**src/rtl/matrix_alu_pkg.sv**
```systemverilog
// Shared definitions for the matrix operation sequencer and the matrix ALU it drives:
// op codes, ALU select bases and the sequencer state encoding.
package matrix_alu_pkg;

  typedef enum logic [2:0] {
    ST_IDLE   = 3'd0,
    ST_LOAD_E = 3'd1,
    ST_LOAD_F = 3'd2,
    ST_LOAD_C = 3'd3,
    ST_EXEC   = 3'd4,
    ST_SETTLE = 3'd5,
    ST_DRAIN  = 3'd6
  } state_e;

  localparam logic [2:0] OP_TRANSPOSE = 3'd0;
  localparam logic [2:0] OP_ADD       = 3'd1;
  localparam logic [2:0] OP_SUB       = 3'd2;
  localparam logic [2:0] OP_MUL       = 3'd3;
  localparam logic [2:0] OP_SCALE     = 3'd4;
  localparam logic [2:0] OP_DET       = 3'd5;

  localparam logic [5:0] SEL_E    = 6'd0;
  localparam logic [5:0] SEL_F    = 6'd9;
  localparam logic [5:0] SEL_G    = 6'd18;
  localparam logic [5:0] SEL_DET  = 6'd27;
  localparam logic [5:0] SEL_EXEC = 6'd28;
  localparam logic [5:0] SEL_C    = 6'd40;

  localparam logic [3:0] ELE_LAST = 4'd8;

  function automatic logic op_is_legal(input logic [2:0] op);
    return op <= OP_DET;
  endfunction

endpackage

```
**src/rtl/matrix_op_sequencer.sv**
```systemverilog
// Sequences one 3x3 matrix command: streams operands into the matrix ALU, fires the
// operation, then streams the result elements back out.
module matrix_op_sequencer
  import matrix_alu_pkg::*;
(
  input  logic        clk,
  input  logic        reset,
  input  logic        cmd_valid,
  output logic        cmd_ready,
  input  logic [2:0]  cmd_op,
  input  logic        in_valid,
  output logic        in_ready,
  input  logic [31:0] in_data,
  output logic        out_valid,
  input  logic        out_ready,
  output logic [31:0] out_data,
  output logic        out_last,
  output logic [5:0]  alu_sel,
  output logic [31:0] alu_ele_in,
  input  logic [31:0] alu_ele_out,
  output logic        busy,
  output logic        err_op,
  output logic [2:0]  dbg_state
);

  // Handshakes: a word/command transfers on a rising edge where valid and ready are both
  // high; valid never waits on ready, and ready depends only on state, never on valid.

  state_e      state_q, state_d;
  logic [3:0]  cnt_q, cnt_d;
  logic [2:0]  op_q, op_d;
  logic        err_q, err_d;
  logic        last_word;

  always_ff @(posedge clk) begin
    if (reset) begin
      state_q <= ST_IDLE;
      cnt_q   <= 4'd0;
      op_q    <= OP_TRANSPOSE;
      err_q   <= 1'b0;
    end else begin
      state_q <= state_d;
      cnt_q   <= cnt_d;
      op_q    <= op_d;
      err_q   <= err_d;
    end
  end

  always_comb begin
    state_d    = state_q;
    cnt_d      = cnt_q;
    op_d       = op_q;
    err_d      = 1'b0;
    cmd_ready  = 1'b0;
    in_ready   = 1'b0;
    out_valid  = 1'b0;
    out_last   = 1'b0;
    alu_sel    = SEL_DET;
    alu_ele_in = 32'd0;
    last_word  = (op_q == OP_DET) || (cnt_q == ELE_LAST);

    unique case (state_q)
      ST_IDLE: begin
        cmd_ready = 1'b1;
        cnt_d     = 4'd0;
        if (cmd_valid) begin
          if (op_is_legal(cmd_op)) begin
            op_d    = cmd_op;
            state_d = ST_LOAD_E;
          end else begin
            err_d = 1'b1;
          end
        end
      end
      ST_LOAD_E: begin
        in_ready = 1'b1;
        if (in_valid) begin
          alu_sel    = SEL_E + {2'b00, cnt_q};
          alu_ele_in = in_data;
          if (cnt_q == ELE_LAST) begin
            cnt_d = 4'd0;
            unique case (op_q)
              OP_ADD, OP_SUB, OP_MUL: state_d = ST_LOAD_F;
              OP_SCALE:               state_d = ST_LOAD_C;
              default:                state_d = ST_EXEC;
            endcase
          end else begin
            cnt_d = cnt_q + 4'd1;
          end
        end
      end
      ST_LOAD_F: begin
        in_ready = 1'b1;
        if (in_valid) begin
          alu_sel    = SEL_F + {2'b00, cnt_q};
          alu_ele_in = in_data;
          if (cnt_q == ELE_LAST) begin
            cnt_d   = 4'd0;
            state_d = ST_EXEC;
          end else begin
            cnt_d = cnt_q + 4'd1;
          end
        end
      end
      ST_LOAD_C: begin
        in_ready = 1'b1;
        if (in_valid) begin
          alu_sel    = SEL_C;
          alu_ele_in = in_data;
          cnt_d      = 4'd0;
          state_d    = ST_EXEC;
        end
      end
      ST_EXEC: begin
        alu_sel = SEL_EXEC + {3'b000, op_q};
        state_d = ST_SETTLE;
      end
      ST_SETTLE: begin
        state_d = ST_DRAIN;
      end
      ST_DRAIN: begin
        out_valid = 1'b1;
        out_last  = last_word;
        // The determinant is a single scalar read through the read-only select.
        alu_sel   = (op_q == OP_DET) ? SEL_DET : (SEL_G + {2'b00, cnt_q});
        if (out_ready) begin
          if (last_word) begin
            cnt_d   = 4'd0;
            state_d = ST_IDLE;
          end else begin
            cnt_d = cnt_q + 4'd1;
          end
        end
      end
      default: begin
        cnt_d   = 4'd0;
        state_d = ST_IDLE;
      end
    endcase
  end

  assign out_data  = alu_ele_out;
  assign busy      = (state_q != ST_IDLE);
  assign err_op    = err_q;
  assign dbg_state = state_q;

endmodule

```
**config.mk**
```make
export PLATFORM = sky130hd
export DESIGN_NAME = matrix_op_sequencer
export DESIGN_NICKNAME = d
export VERILOG_FILES = /design/src/rtl/matrix_alu_pkg.sv /design/src/rtl/matrix_op_sequencer.sv
export SDC_FILE = /design/constraint.sdc
export NUM_CORES = 1
export LEC_CHECK = 0
export ABC_AREA = 1
export BUFFER_PORTS_ARGS = -buffer_cell sky130_fd_sc_hd__buf_2
export CORE_UTILIZATION = 38
export CTS_BUF_LIST = sky130_fd_sc_hd__clkbuf_16
export DETAILED_ROUTE_END_ITERATION = 16
export HOLD_SLACK_MARGIN = 0.1
export PLACE_DENSITY = 0.85
export SLEW_MARGIN = 25
export SYNTH_ARGS = -nofsm -noshare
export SYNTH_HDL_FRONTEND = slang
export SYNTH_SLANG_ARGS = --single-unit
```
**constraint.sdc**
```tcl
create_clock -name clk -period 2.65 [get_ports clk]
set_clock_uncertainty 0.2 [all_clocks]
set_input_delay 0.3975 -clock clk [delete_from_list [all_inputs] [get_ports clk]]
set_output_delay 0.3975 -clock clk [all_outputs]
set_load 0.01 [all_outputs]
```
# After elaboration in Yosys (flattened, before gate mapping)
# Index checks and enable logic that the tools add are counted.
dict set report totals {
  regBits 11
  inputBits 72
  out_inout_bits 79
  word_cells 74
}
dict set report classes {
  addsub 4
  magnitude_cmp 1
  eq_ne 22
  n_mux 29
  bitwise 3
  n_reduce_logical 11
}
# op n
set ops {}
lappend ops {{$mux 32} 2}
lappend ops {{$pmux 6 s5} 1}
lappend ops {{$mux 3} 9}
lappend ops {{$pmux 3 s7} 1}
lappend ops {{$mux 4} 5}
lappend ops {{$ne 2x2->1 const B} 9}
lappend ops {{$pmux 4 s4} 1}
lappend ops {{$eq 3x3->1 const B} 5}
lappend ops {{$eq 3x2->1 const B} 4}
lappend ops {{$mux 6} 2}
lappend ops {{$mux 5} 2}
lappend ops {{$reduce_and 9->1} 1}
lappend ops {{$reduce_or 3->1} 3}
lappend ops {{$add 5x3->6 const A} 1}
lappend ops {{$add 5x4->6 const A} 1}
lappend ops {{$eq 3x1->1 const B} 2}
lappend ops {{$pmux 3 s2} 1}
lappend ops {{$add 4x4->5 const A} 1}
lappend ops {{$mux 1} 5}
lappend ops {{$add 4x1->4 const B} 1}
lappend ops {{$eq 4x4->1 const B} 1}
lappend ops {{$reduce_and 4->1} 1}
lappend ops {{$reduce_or 2->1} 2}
lappend ops {{$le 3x3->1 const B} 1}
lappend ops {{other kinds (6)} 8}

# Longest topological paths before layout
# Gate-level depths: netlist of run 1.
dict set report logic_depth {
  word_depth 6
  mapped_depth 9
  mapped_depth_nobuf 9
}

# Least setup slack after synthesis of run 1
# No wires, ideal clock.
dict set report synth_path {
  kind {register to output}
  start {reg state_q[0] (netlist: dbg_state[0])}
  end {out alu_ele_in[10]}
  arrival_ns 1.332
  required_time_ns 2.053
  slack_ns 0.721
  path_stages_with_launch 6
  path_buffers 1
  cell_sequence {dfxtp_1 > nor2_1 > nor2_1 > inv_1 > buf_2 > nor2_1}
}
dict set report synth_between {
  elab_chain_cells 3
  elab_cells_between_ends 5
  cone_classes {eq/ne: 3; mux: 1; reduce/logical: 1}
}
# element line_no
set synth_lines {}
lappend synth_lines {{start, declared} matrix_op_sequencer.sv:29} ;# state_e state_q, state_d;
lappend synth_lines {{start signal, assigned} matrix_op_sequencer.sv:42} ;# state_q <= state_d;
lappend synth_lines {{$eq 3x2->1 or $eq 3x1->1 (tied branches)} matrix_op_sequencer.sv:62} ;# unique case (state_q)
lappend synth_lines {{$reduce_or 3->1 (no source line) (*)} -}
lappend synth_lines {{$mux 32 (*)} -}
lappend synth_lines {{end, declared} matrix_op_sequencer.sv:19} ;# output logic [31:0] alu_ele_in,
# Mark *: on every way between the ends. The rest lies on a longest branch, timed or not.

# Worst setup path in the final report of run 1
dict set report layout_path {
  start {reg state_q[1] (netlist: dbg_state[1])}
  end {out alu_ele_in[20]}
}
# The elaborated chain is that of the path after synthesis.

==> impl_results.md, run 1 <==
- Die H: 63.64 um
- IO buf count: 86
- Outcome: finished clean
- IR drop worst, VDD: 0.5648 mV
- Vias: 1780
- Synth Area in XOR/XNOR: 0.6066%
- Distinct cells, synth: 30
- Worst-path cell chain: nor2_1, nor2_1, inv_1, nor2_1, buf_2
- Worst slack, placed: 0.4176 ns
- Most common cell after layout, fill and taps aside: buf_2
- P_leak: 0.9928 nW
- H-tree levels: 1
- Pin count of the biggest net entering global routing: 35
- Total CTS buffers: 3
- Chip width: 63.64 um
- Slowest cell delay on critical path: 0.63 ns
- Post-CTS sizing: 0
- Boundary pin count: 151
- Final Worst Setup Slack: 0.1737 ns
- R2R depth: 9
- Clk buf depth: 2
- First-pass DRT Iterations: 4
- Post-layout nets: 388
- Most used cell, CP: nor2_1
- Syn_area_per_cell: 5.575 um^2
- Arr. time, crit path: 1.88 ns
- Clock slew at reported path FFs: 0.04 ns
- Drt wl/cell: 11.36 um
- Part of the cycle the worst path needs: 93.45%
- RSZ-0062 raised after global routing: true
- Drt drc: 0
- Fmax: 403.8 MHz
- Endpoints failing hold: 0
- Startpoint Class: flip-flop
- Worst Path Required: 2.05 ns
- Yosys warns: 0
- Most frequent cells in the layout: 86 x buf_2, 60 x nor2_1, 58 x nand2_1, 18 x inv_1, 15 x o21ai_0
- Post-CTS Hold Buffers: 0
- CP Class: reg2out
- Synth Register Bits: 11
- RePlAce Congestion: 0.8849
- Synth Area in Simple Gates: 42.37%
- WHS: 0.1322 ns
- Diodes inserted: 0
- Setup crit end kind: output pin
- Antenna violations before repair: 0
- Hold Path Depth: 2
- Skew-Pair Late Insertion Delay: 0.24 ns
- Post-synthesis compound-gate area fraction: 13.43%
- CTS Sinks: 11
- Area growth, synth to finish: 21.14%
- Post-synthesis sequential area ratio: 15.25%
- All-Layer GR Usage: 18.92%
- Slew Viols, Final: 0
- Initial Utilization: 39.44%
- Largest family of logic cells by synthesized area: simple AND/OR/NAND/NOR gates
- Fraction of layout cells with a size suffix above 1: 33.44%
- Via count of the first global-routing pass: 1486
- Post-Synth Adder-Cell Area: 3.466%
- Core area: 3661 um^2
- Drt first-iter violations: 60
- PwrDens: 962.0 nW/um^2
- Final Critical Period: 2.476 ns
- Slew @ Worst Pin: 0.8436 ns
- CTS root buffer: clkbuf_16
- Post-synthesis mux area share: 0%
- Post-Synthesis Cell Area: 1444 um^2
- TritonCTS clock tree: yes
- Antenna Violating Nets Remaining: 0
- Count of final setup violators: 0
- Slowest cell on the critical path: inv_1
- Slew headroom: 43.70%
- Cell count after synthesis: 259
- Maxcap violations: 0
- Syn nets: 335
- Vias per Instance: 4.958
- First-pass GRT wire length: 6141 um
- Total Wirelength: 4079 um
- Crit-path max FO: 32
- HP Class: in2reg
- Row cnt: 22
- Die Area: 4050 um^2
- Grt total ovfl: 0
- DP Wirelength: 3236 um
- # Post-CTS Setup Buffers: 0
## flip-flops by register name, summed over array words and instances (netlist names)
register   flops
op_q           3
err_op         1
dbg_state      3
cnt_q          4
## critical path, delay by kind of cell (launching register included)
family	cells	cell delay, ns
flops	1	0.39
simple gates	3	0.44
buf+inv	2	0.80
## report_power, final
| part | internal (mW) | switching [mW] | leakage (nW) |
|---|---|---|---|
| logic | 0.388 | 0.710 | 0.860 |
| clock network | 0.198 | 0.0754 | 0.0423 |
| registers | 0.221 | 0.0900 | 0.0903 |
## logic make-up (layout without fill, tap and decap cells)
kind of cell,after synthesis,in the layout
compound gates,35,35
xor+xnor,1,1
fa+ha+maj,4,4
buf+inv,62,114
flops,11,11
simple gates,146,146
## final timing paths
path                             start                        end  slack, ns
max          dbg_state[1]$_SDFFE_PP0P_             alu_ele_in[20]       0.17
min                              reset      cnt_q[0]$_SDFFE_PP0P_       0.13
max reg2reg  dbg_state[1]$_SDFFE_PP0P_  dbg_state[1]$_SDFFE_PP0P_       1.00
min reg2reg       op_q[1]$_SDFFE_PP0P_       op_q[1]$_SDFFE_PP0P_       0.34
## Yosys cell counts
library cell | number | share of area, %
o2111ai_1 | 1 | 0.61
clkbuf_1 | 3 | 0.78
o22ai_1 | 1 | 0.43
buf_4 | 32 | 17
o21ai_1 | 3 | 1.0
o21ai_0 | 15 | 5.2
nor2_1 | 60 | 16
nand3b_1 | 1 | 0.52
nand3_1 | 14 | 4.9
nor2_2 | 1 | 0.43
o211ai_1 | 1 | 0.52
clkinv_2 | 1 | 0.35
ha_1 | 4 | 3.5
nand4_1 | 2 | 0.87
a21oi_1 | 9 | 3.1
inv_1 | 17 | 4.4
nor2_4 | 1 | 0.78
o31ai_1 | 1 | 0.52
buf_2 | 4 | 1.4
a22oi_1 | 1 | 0.52
dfxtp_1 | 11 | 15
nor3_1 | 2 | 0.69
xor2_1 | 1 | 0.61
nand2_1 | 58 | 15
nand2_2 | 5 | 2.2
a31oi_1 | 2 | 0.87
o221ai_1 | 1 | 0.61
nand3_2 | 2 | 1.4
inv_2 | 4 | 1.0
clkinv_1 | 1 | 0.26
## routing by layer
layer,share of wire [%],vias to the layer above,track usage (%)
li1,-,898,-
met1,42,787,20.43
met2,50,86,34.18
met3,6.7,9,3.623
met4,2.0,0,10.23
met5,0,-,0
## stage by stage
stage / instance area (um^2) / util (%) / std cells / power, mW / setup TNS [ns]
floorplan: 1444 / - / 259 / 1.106 / 0
global placement: 1670 / 45.63 / 355 / 1.383 / 0
detailed placement: 1670 / 45.63 / 355 / 1.402 / 0
CTS: 1749 / 47.78 / 359 / 1.687 / 0
global route: 1749 / 47.78 / 359 / 1.840 / -0.1127
finish: 1749 / 47.78 / 359 / 1.683 / 0
## cell type report
class / instances / area [um^2]
well taps: 48 / 60.06
flip-flops and latches: 11 / 220.2
repair buffers: 87 / 437.9
clock inverters: 1 / 3.754
inverters: 23 / 87.58
fillers: 405 / 1912
multi-input cells: 186 / 864.6
clock buffers: 3 / 75.07
Power figures use the tool's default switching activity.
==> run 2: changes to the inputs <==
--- a/config.mk
+++ b/config.mk
@@ -5,13 +5,12 @@
 export SDC_FILE = /design/constraint.sdc
 export NUM_CORES = 1
 export LEC_CHECK = 0
-export ABC_AREA = 1
 export BUFFER_PORTS_ARGS = -buffer_cell sky130_fd_sc_hd__buf_2
 export CORE_UTILIZATION = 38
 export CTS_BUF_LIST = sky130_fd_sc_hd__clkbuf_16
 export DETAILED_ROUTE_END_ITERATION = 16
 export HOLD_SLACK_MARGIN = 0.1
-export PLACE_DENSITY = 0.85
+export PLACE_DENSITY = 0.86
 export SLEW_MARGIN = 25
 export SYNTH_ARGS = -nofsm -noshare
 export SYNTH_HDL_FRONTEND = slang
==> run 2 against run 1 <==
  * Sequential share of layout area grew 0.40 points
  * Fmax rose by 3.4%
  * Die area fell by 1.3%
  * Design area fell by 2.5%
  * First-iteration DRC count grew 22%
  * Via count decreased by 13%
  * Register-to-register slack worse by 0.60 ns
  * Combinational power decreased by 34%
  * Sequential power decreased by 14%
==> impl_results.md, run 2 <==
- WP buf/inv: 1 (-1)
- H-tree levels: 1 (unchanged)
- Most common cell in the netlist: buf_4
- Core area: 3468 um^2 (-5.3%)
- CP top delay family: flip-flops
- R2R depth: 5 (-4)
- Syn nets: 275 (-18%)
- Filler Cell Count: 359 (-11%)
- Setup_tns: 0 ns (unchanged)
- Boundary pin count: 151 (unchanged)
- FF-to-FF End: dbg_state[2]$_SDFFE_PP0P_
- Total Wirelength: 4168 um (+2.2%)
- Slew @ Worst Pin: 0.6261 ns (-0.2174 ns)
- Fin area: 1705 um^2 (-2.5%)
- Pin count of the biggest net entering global routing: 33 (-5.7%)
- First-pass DRT Iterations: 6 (+2)
- Vias per Instance: 5.297 (+6.8%)
- Worst slack, placed: 0.3051 ns (-0.1124 ns)
- Crit-path max FO: 12 (-63%)
- Antenna violations before repair: 0 (unchanged)
- # Post-CTS Setup Buffers: 0 (unchanged)
- Grt total ovfl: 0 (unchanged)
- Via count of the first global-routing pass: 1370 (-7.8%)
- Total CTS buffers: 3 (unchanged)
- First-pass GRT wire length: 6465 um (+5.3%)
- Clk buf depth: 2 (unchanged)
- Final Critical Period: 2.395 ns (-0.08145 ns)
- Crit Reg-Reg Startpoint: dbg_state[0]$_SDFFE_PP0P_
- Die Area: 3996 um^2 (-1.3%)
- Vias: 1552 (-13%)
- Initial Utilization: 41.05% (+1.6 points)
- Startpoint Class: flip-flop
- HP Class: in2reg
- Max reg flops: 4 (unchanged)
- Ranking of synthesized cells by area: buf_4 18%, dfxtp_1 15%, and2_1 14%, o21ai_0 5.3%, a21oi_1 4.2%
- Slew Viols, Final: 0 (unchanged)
- Arr. time, crit path: 1.80 ns (-0.08 ns)
- CTS root buffer: clkbuf_16
- Area occupied by multi-input gates: 863.3 um^2 (-0.14%)
- Commonest cells in the netlist: 35 x buf_4, 33 x and2_1, 15 x o21ai_0, 12 x a21oi_1
- Antenna Violating Nets Remaining: 0 (unchanged)
- DP Wirelength: 3329 um (+2.9%)
- Top layer in use: met4
- Most common cell after layout, fill and taps aside: buf_2
- Drt wl/cell: 14.23 um (+25%)
- Slowest cell delay on critical path: 0.55 ns (-0.08 ns)
- CTS Sinks: 11 (unchanged)
- Synth Register Bits: 11 (unchanged)
- Slowest cell on the critical path: dfxtp_1
- Syn_area_per_cell: 7.155 um^2 (+28%)
- IO buf count: 86 (unchanged)
- Slew headroom: 58.17% (+14 points)
- Post-synth top area share: 18.45% (+1.8 points)
- Chip width: 63.21 um (-0.68%)
- Drt drc: 0 (unchanged)
- P_leak: 0.9035 nW (-9.0%)
- Worst Path Required: 2.05 ns (about the same)
- All-Layer GR Usage: 20.58% (+1.7 points)
- FF/Latch Area: 221.5 um^2 (+0.57%)
- M1 WL: 1476 um (-13%)
- RePlAce Congestion: 0.9636 (+8.9%)
- Endpoints failing hold: 0 (unchanged)
- Setup crit end: alu_sel[4]
- Post-Synthesis Cell Area: 1424 um^2 (-1.4%)
- Die H: 63.21 um (-0.68%)
- Outcome: finished clean
- Drt first-iter violations: 73 (+22%)
- Post-CTS Hold Buffers: 0 (unchanged)
- Worst path depth: 6 (+1)
- Part of the cycle the worst path needs: 90.37% (-3.1 points)
- Diodes inserted: 0 (unchanged)
- DR WL met3: 453 um (+67%)
- Row cnt: 21 (-4.5%)
- Fraction of layout cells with a size suffix above 1: 40.08% (+6.6 points)
- Area growth, synth to finish: 19.77%
- Fmax: 417.6 MHz (+3.4%)
- Distinct cells, synth: 43 (+43%)
- Setup crit start: dbg_state[2]$_SDFFE_PP0P_
- R2R Setup Slk: 0.40 ns (-0.60 ns)
- Yosys warns: 0 (unchanged)
- Final Worst Setup Slack: 0.2551 ns (+0.08145 ns)
- RSZ-0062 raised after global routing: false
- Largest reg by FF count: cnt_q
- Setup crit end kind: output pin
- TritonCTS clock tree: yes
- Cell count after synthesis: 199 (-23%)
- Count of final setup violators: 0 (unchanged)
- Maxcap violations: 0 (unchanged)
- Top_reg_cell synth: dfxtp_1
- IR drop worst, VDD: 0.5930 mV (+5.0%)
- Post-layout nets: 324 (-16%)
- Area leader, netlist: buf_4
- CP Class: reg2out
- PwrDens: 746.2 nW/um^2 (-22%)
- Most frequent cells in the layout: 86 x buf_2, 33 x and2_1, 15 x o21ai_0, 12 x a21oi_1, 11 x nor2_1
- Post-synthesis sequential area ratio: 15.47% (+0.21 points)
- FFs w/ async S/R, synth: 0% (unchanged)
- Skew-Pair Late Insertion Delay: 0.24 ns (about the same)
- Worst-path cell chain: nand2b_1, a211oi_1, a31oi_1, a22oi_1, o21ai_0, buf_2
- Post-DP Area: 1624 um^2 (-2.8%)
- WL met2: 2145 um (+6.2%)
- Clock slew at reported path FFs: 0.04 ns (about the same)
- Final Util: 49.17% (+1.4 points)
- Post-synth EDFFs: 0 (unchanged)
-- run 2: per-stage QoR --
stage | hold WS [ns] | std cells | power (mW)
detailed placement | 0.3398 | 289 | 0.9888
global route | 0.2073 | 293 | 1.372
finish | 0.1940 | 293 | 1.273
floorplan | 0.2637 | 199 | 0.7980
global placement | 0.3481 | 289 | 0.9714
CTS | 0.1938 | 293 | 1.273
-- run 2: cell type report --
class,instances,area share [%]
inverter,8,1.761
multi-input combinational,135,50.62
tap,46,3.375
clock buffer,3,4.402
sequential,11,12.99
clock inverter,1,0.2935
timing repair buffer,89,26.56
-- run 2: logic make-up (layout without fill, tap and decap cells) --
kind of cell / Yosys count / after routing / synth area share [%]
buffers and inverters: 53 / 101 / 23.90
xor gates and xnor gates: 2 / 2 / 1.230
muxes: 3 / 3 / 2.109
adders and majority gates: 4 / 4 / 3.515
and+or+nand+nor: 73 / 73 / 29.70
AOI/OAI and AO/OA: 53 / 53 / 24.08
DFF: 11 / 11 / 15.47
-- run 2: repair_timing --
item	CTS	global route
endpoints found under the setup margin	0	2
hold endpoints to repair	0	0
gates resized for setup	0	1
-- run 2: routing by layer --
layer	vias to the layer above	GRT usage, %
li1	753	-
met2	104	37.50
met5	-	0
met4	0	10.23
met1	686	21.76
met3	9	5.072
-- run 2: worst min path at each step --
stage                          startpoint                        end  slack (ns)  cells after the start
floorplan                           reset  dbg_state[2]$_SDFFE_PP0P_        0.26                      1
global placement    cnt_q[1]$_SDFFE_PP0P_      cnt_q[1]$_SDFFE_PP0P_        0.35                      2
detailed placement  cnt_q[1]$_SDFFE_PP0P_      cnt_q[1]$_SDFFE_PP0P_        0.34                      2
CTS                             cmd_valid          err_op$_SDFF_PP0_        0.19                      3
global route                    cmd_valid          err_op$_SDFF_PP0_        0.21                      3
finish                          cmd_valid          err_op$_SDFF_PP0_        0.19                      3
-- run 2: worst min-delay path: cells and delay by family --
family / cells / cell delay, ns
buf+inv: 1 / 0.11
simple gates: 2 / 0.08
-- run 2: power breakdown --
| group | switching [mW] | total, mW | leakage (nW) | internal, mW |
|---|---|---|---|---|
| Clock | 0.0777 | 0.278 | 0.0409 | 0.200 |
| Combinational | 0.411 | 0.729 | 0.773 | 0.318 |
| Sequential | 0.0725 | 0.266 | 0.0898 | 0.194 |
